## src/rtl/cmp_result_logger.sv

```systemverilog
// Logs outcomes of a 4-bit comparator: saturating per-outcome counters plus an
// equal-result streak detector. Define CMP_LOG_ERRCHK_EN to reject non-one-hot samples.
module cmp_result_logger #(
    parameter int unsigned CNT_W    = 8,
    parameter int unsigned STREAK_N = 4
) (
    input  logic             clk,
    input  logic             rst,
    input  logic             clr,
    input  logic             in_valid,
    input  logic             gt,
    input  logic             eq,
    input  logic             lt,
    output logic [CNT_W-1:0] gt_cnt,
    output logic [CNT_W-1:0] eq_cnt,
    output logic [CNT_W-1:0] lt_cnt,
    output logic [CNT_W-1:0] total_cnt,
    output logic [3:0]       streak_len,
    output logic             streak_hit,
    output logic             err
);

    localparam logic [CNT_W-1:0] CNT_MAX = '1;
    localparam logic [3:0]       LEN_MAX = 4'd15;
    localparam logic [3:0]       HIT_LEN = 4'(STREAK_N);

    typedef enum logic [1:0] {
        IDLE,
        RUN,
        HIT
    } state_t;

    state_t state;

    logic onehot_c;
    logic accept_c;
    logic reject_c;

`ifdef CMP_LOG_ERRCHK_EN
    assign onehot_c = ({gt, eq, lt} == 3'b100) || ({gt, eq, lt} == 3'b010) ||
                      ({gt, eq, lt} == 3'b001);
`else
    assign onehot_c = 1'b1;
`endif

    assign accept_c = in_valid && onehot_c;
    assign reject_c = in_valid && !onehot_c;

    // Increment that sticks at all-ones instead of wrapping
    function automatic logic [CNT_W-1:0] sat_inc(input logic [CNT_W-1:0] v, input logic en);
        return (en && (v != CNT_MAX)) ? v + CNT_W'(1) : v;
    endfunction

    always_ff @(posedge clk) begin
        if (rst) begin
            gt_cnt     <= '0;
            eq_cnt     <= '0;
            lt_cnt     <= '0;
            total_cnt  <= '0;
            streak_len <= 4'd0;
            streak_hit <= 1'b0;
            err        <= 1'b0;
            state      <= IDLE;
        end else begin
            streak_hit <= 1'b0;
            if (clr) begin
                gt_cnt     <= '0;
                eq_cnt     <= '0;
                lt_cnt     <= '0;
                total_cnt  <= '0;
                streak_len <= 4'd0;
                state      <= IDLE;
            end else if (reject_c) begin
                err        <= 1'b1;
                streak_len <= 4'd0;
                state      <= IDLE;
            end else if (accept_c) begin
                total_cnt <= sat_inc(total_cnt, 1'b1);
                gt_cnt    <= sat_inc(gt_cnt, gt);
                eq_cnt    <= sat_inc(eq_cnt, eq);
                lt_cnt    <= sat_inc(lt_cnt, lt);
                if (!eq) begin
                    streak_len <= 4'd0;
                    state      <= IDLE;
                end else begin
                    case (state)
                        IDLE: begin
                            streak_len <= 4'd1;
                            state      <= RUN;
                        end
                        RUN: begin
                            streak_len <= streak_len + 4'd1;
                            if ((streak_len + 4'd1) == HIT_LEN) begin
                                state      <= HIT;
                                streak_hit <= 1'b1;
                            end
                        end
                        // Already announced: keep counting quietly up to the 4-bit limit
                        HIT: begin
                            if (streak_len != LEN_MAX) begin
                                streak_len <= streak_len + 4'd1;
                            end
                        end
                        default: begin
                            streak_len <= 4'd0;
                            state      <= IDLE;
                        end
                    endcase
                end
            end
        end
    end

endmodule

```

## config.mk

```make
export PLATFORM = sky130hd
export DESIGN_NAME = cmp_result_logger
export DESIGN_NICKNAME = d
export VERILOG_FILES = /design/src/rtl/cmp_result_logger.sv
export SDC_FILE = /design/constraint.sdc
export NUM_CORES = 1
export LEC_CHECK = 0
export ABC_AREA = 1
export BUFFER_PORTS_ARGS = -buffer_cell sky130_fd_sc_hd__buf_2
export CAP_MARGIN = 15
export CORE_ASPECT_RATIO = 0.8
export CORE_MARGIN = 3
export CORE_UTILIZATION = 50
export CTS_BUF_LIST = sky130_fd_sc_hd__clkbuf_16
export DETAILED_ROUTE_END_ITERATION = 12
export GPL_TIMING_DRIVEN = 1
export PLACE_DENSITY = 0.77
export SKIP_LAST_GASP = 1
export SLEW_MARGIN = 20
export SYNTH_ARGS = -nofsm -noshare
export SYNTH_HDL_FRONTEND = slang
export SYNTH_SLANG_ARGS = --single-unit
```

## constraint.sdc

```tcl
create_clock -name clk -period 1.3 [get_ports clk]
set_input_delay 0.13 -clock clk [delete_from_list [all_inputs] [get_ports clk]]
set_output_delay 0.13 -clock clk [all_outputs]
set_load 0.01 [all_outputs]
```

==> metrics.txt <==
status complete, no violations; final setup violation count 0; Cell Count, Final, Fillers Out 460; Peak VDD IR roughly 0.00067 V; post-layout instance area between 3000 and 4000 um2; full die area ~5400 um2; average via count per standard cell 5.039; Hold Violations, Final 0; Tightest Hold Check Type primary input to flip-flop; cells after synthesis approximately 330; Vias ~2300; Critical-path top delay cell sky130_fd_sc_hd__dfxtp_2; Final ANT Viol Nets 0; first-pass GRT wire length a little under 9000 um; number of enable flip-flop cells after synthesis 0; predominant post-synthesis flop cell sky130_fd_sc_hd__dfxtp_1; share of layout cells above drive strength 1 35.24%; overall overflow remaining after global route 0; metal1 wirelength 2471 um; post-synthesis sequential area ratio between 30% and 40%; static power due to leakage 0.001486 uW; data arrival time at the worst-slack endpoint 1450 ps; maximum number of pins on one net before global-route repair 15; H-Tree Depth 2; root cell of the clock tree sky130_fd_sc_hd__clkbuf_16; min cycle time layout approximately 1300 ps; critical path buffer and inverter count 1; summed instance area of the synthesized netlist 2282 um2; mean post-synth cell area slightly below 7 um2; Power per Cell Area 941.2 nW/um2; drt first-iter violations 155; unique cell type count in the Yosys netlist 31; worst-path cell chain ha_4 -> nand2_4 -> nor2_4 -> a21oi_4 -> buf_6 -> nand2_2 -> nand2_1 -> and3_1; share of async-settable or async-resettable flops after synthesis 0%; setup repair after global routing missed its margin yes; Post-Place Setup Slack -5.649 ps; top cell family by delay on the critical path simple AND/OR/NAND/NOR gates; worst-skew pair later-pin latency roughly 280 ps; uppermost signal routing layer after detailed routing met4; Clock Tree Buf Depth 2; placed wire-length estimate after detailed placement roughly 4000 um; DIE WIDTH roughly 82 um; CP peak stage delay 350 ps; final hold slack about 170 ps; per-cell routed wire length roughly 12 um; Mapped Nets 347; Critical Path Source Type flip-flop; number of diodes added for antenna fixing 0; Slew Viols, Final 0; crit end category flip-flop; final critical-path share of the clock period 97.53%; die extent in y around 66 um; GRT Total Usage 20.47%; Max-Cap Viols 0; Reg clk slew, reported paths 60 ps; I/O pin total 45; required time reported for the critical path endpoint between 1000 and 1500 ps; number of placed cells counting well taps approximately 450; final net count 420; Achievable Freq between 700 and 800 MHz; CTS tree done; post-route DRC violation count 0; placeable core area about 4300 um2; number of filler instances in the final layout 359; critical path class flip-flop to flip-flop; total number of clock tree sinks 39; minimum setup slack among reg-to-reg paths between 30 and 40 ps; DRT Wirelength between 5000 and 6000 um; number of register bits inferred by synthesis 39; Met2 Wirelength 2634 um; effective utilization at floorplan about 53%; post-route clock skew about 4.2 ps; area after detailed placement around 2700 um2; vias in the first global route 2019; antenna violations before repair 0; synthesis-to-layout area growth 34.27%; Port Buffer Count 43; smallest setup slack after layout roughly 32 ps; site row count 21; Final Wtd Congestion 0.8189; wire length on met3 299 um; number of warning messages in the yosys log 0; highest net fanout along the worst path 6; CTS Buf Count 5; Pre-Repair DR Iteration Count 4
[registers in the layout, indices dropped and copies added (netlist names)]
signal / cells
eq_cnt: 8
gt_cnt: 8
lt_cnt: 8
state: 2
streak_hit: 1
streak_len: 4
total_cnt: 8
[worst reg2reg max path, cell delays in order (launching register included)]
cell                      delay (ps)
sky130_fd_sc_hd__dfxtp_2         350
sky130_fd_sc_hd__ha_4            160
sky130_fd_sc_hd__nand2_4          60
sky130_fd_sc_hd__nor2_4          160
sky130_fd_sc_hd__a21oi_4          80
sky130_fd_sc_hd__buf_6           140
sky130_fd_sc_hd__nand2_2          40
sky130_fd_sc_hd__nand2_1          40
sky130_fd_sc_hd__and3_1          130
[kinds of logic after synthesis]
logic type / after synthesis / share of synthesized area (%)
and+or+nand+nor: 161 / 31.80
buffers and inverters: 59 / 11.51
AOI/OAI and AO/OA: 47 / 12.06
DFF: 39 / 34.21
xor gates and xnor gates: 11 / 4.221
adders and majority gates: 11 / 6.031
other: 1 / 0.1643
[synth_stat cells, drive strengths merged, types with 3 or more instances]
cell type	number	area, um2
ha	11	137.6
o21ai	16	80.08
dfxtp	39	780.8
xor2	10	87.58
buf	8	67.56
nand3	21	105.1
clkinv	3	12.51
nor2	33	146.4
nand2	93	366.6
a21oi	29	175.2
inv	48	182.7
nor3	4	30.03
nand4	8	65.06
[power by group]
part / leakage, uW / switching [uW] / internal (uW)
sequential: 0.000321 / 14.7 / 1210
combinational: 0.00108 / 147 / 96.2
clock: 0.0000804 / 503 / 911
total: 0.00149 / 665 / 2220
[through the flow]
step	util (%)	power [uW]	TNS, ps
after CTS	68.10	2885	0
after floorplan	-	1392	0
after global routing	71.55	2975	-269.0
after detailed placement	63.86	1468	-5.649
after global placement	63.86	1463	0
final	71.55	2884	0
[layout by cell type, fill, tap and decap left out, types with 3 or more instances in the layout]
cell                         n
sky130_fd_sc_hd__buf_4      30
sky130_fd_sc_hd__a21oi_1    19
sky130_fd_sc_hd__nand2_4     3
sky130_fd_sc_hd__o21ai_0     8
sky130_fd_sc_hd__dfxtp_2    10
sky130_fd_sc_hd__nor2_1     29
sky130_fd_sc_hd__clkbuf_16   5
sky130_fd_sc_hd__o21ai_1     6
sky130_fd_sc_hd__nand2_2    11
sky130_fd_sc_hd__ha_4        4
sky130_fd_sc_hd__buf_2      43
sky130_fd_sc_hd__a21oi_2     9
sky130_fd_sc_hd__nand3_1    20
sky130_fd_sc_hd__inv_1      42
sky130_fd_sc_hd__ha_1        6
sky130_fd_sc_hd__xor2_1     10
sky130_fd_sc_hd__dfxtp_1    28
sky130_fd_sc_hd__nor2_4      3
sky130_fd_sc_hd__inv_2       5
sky130_fd_sc_hd__nand4_1     7
sky130_fd_sc_hd__nand2_1    79
[cell type report]
| type | count | area (um2) | area share, % |
|---|---|---|---|
| multi-input cells | 231 | 1374 | 44.83 |
| flip-flops and latches | 39 | 797.0 | 26.01 |
| repair buffers | 74 | 451.7 | 14.74 |
| inverters | 51 | 198.9 | 6.492 |
| clock buffers | 5 | 125.1 | 4.083 |
| well taps | 57 | 71.32 | 2.327 |
| clock inverters | 3 | 46.29 | 1.511 |
[worst paths after layout]
path,start,end,cells past startpoint
setup / recovery,gt_cnt[1]$_SDFFE_PP0P_,gt_cnt[5]$_SDFFE_PP0P_,8
hold / removal,rst,streak_hit$_SDFF_PP0_,4
setup reg to reg,gt_cnt[1]$_SDFFE_PP0P_,gt_cnt[5]$_SDFFE_PP0P_,8
hold reg to reg,lt_cnt[2]$_SDFFE_PP0P_,lt_cnt[2]$_SDFFE_PP0P_,2
[repair_timing]
| action | 4_1_cts | 5_1_grt |
|---|---|---|
| setup endpoints to repair | 7 | 35 |
| setup buffers | 0 | 2 |
| resized for setup | 4 | 41 |
| hold buffers | 0 | 0 |
| gates cloned | 0 | 1 |
| pin swaps | 1 | 16 |
[routing by layer]
| metal | global-route usage, % | up-vias |
|---|---|---|
| met5 | 0 | - |
| met4 | 7.173 | 0 |
| met3 | 4.360 | 9 |
| met2 | 33.03 | 58 |
| met1 | 26.75 | 1067 |
| li1 | - | 1184 |
(Power assumes the default switching activity.)
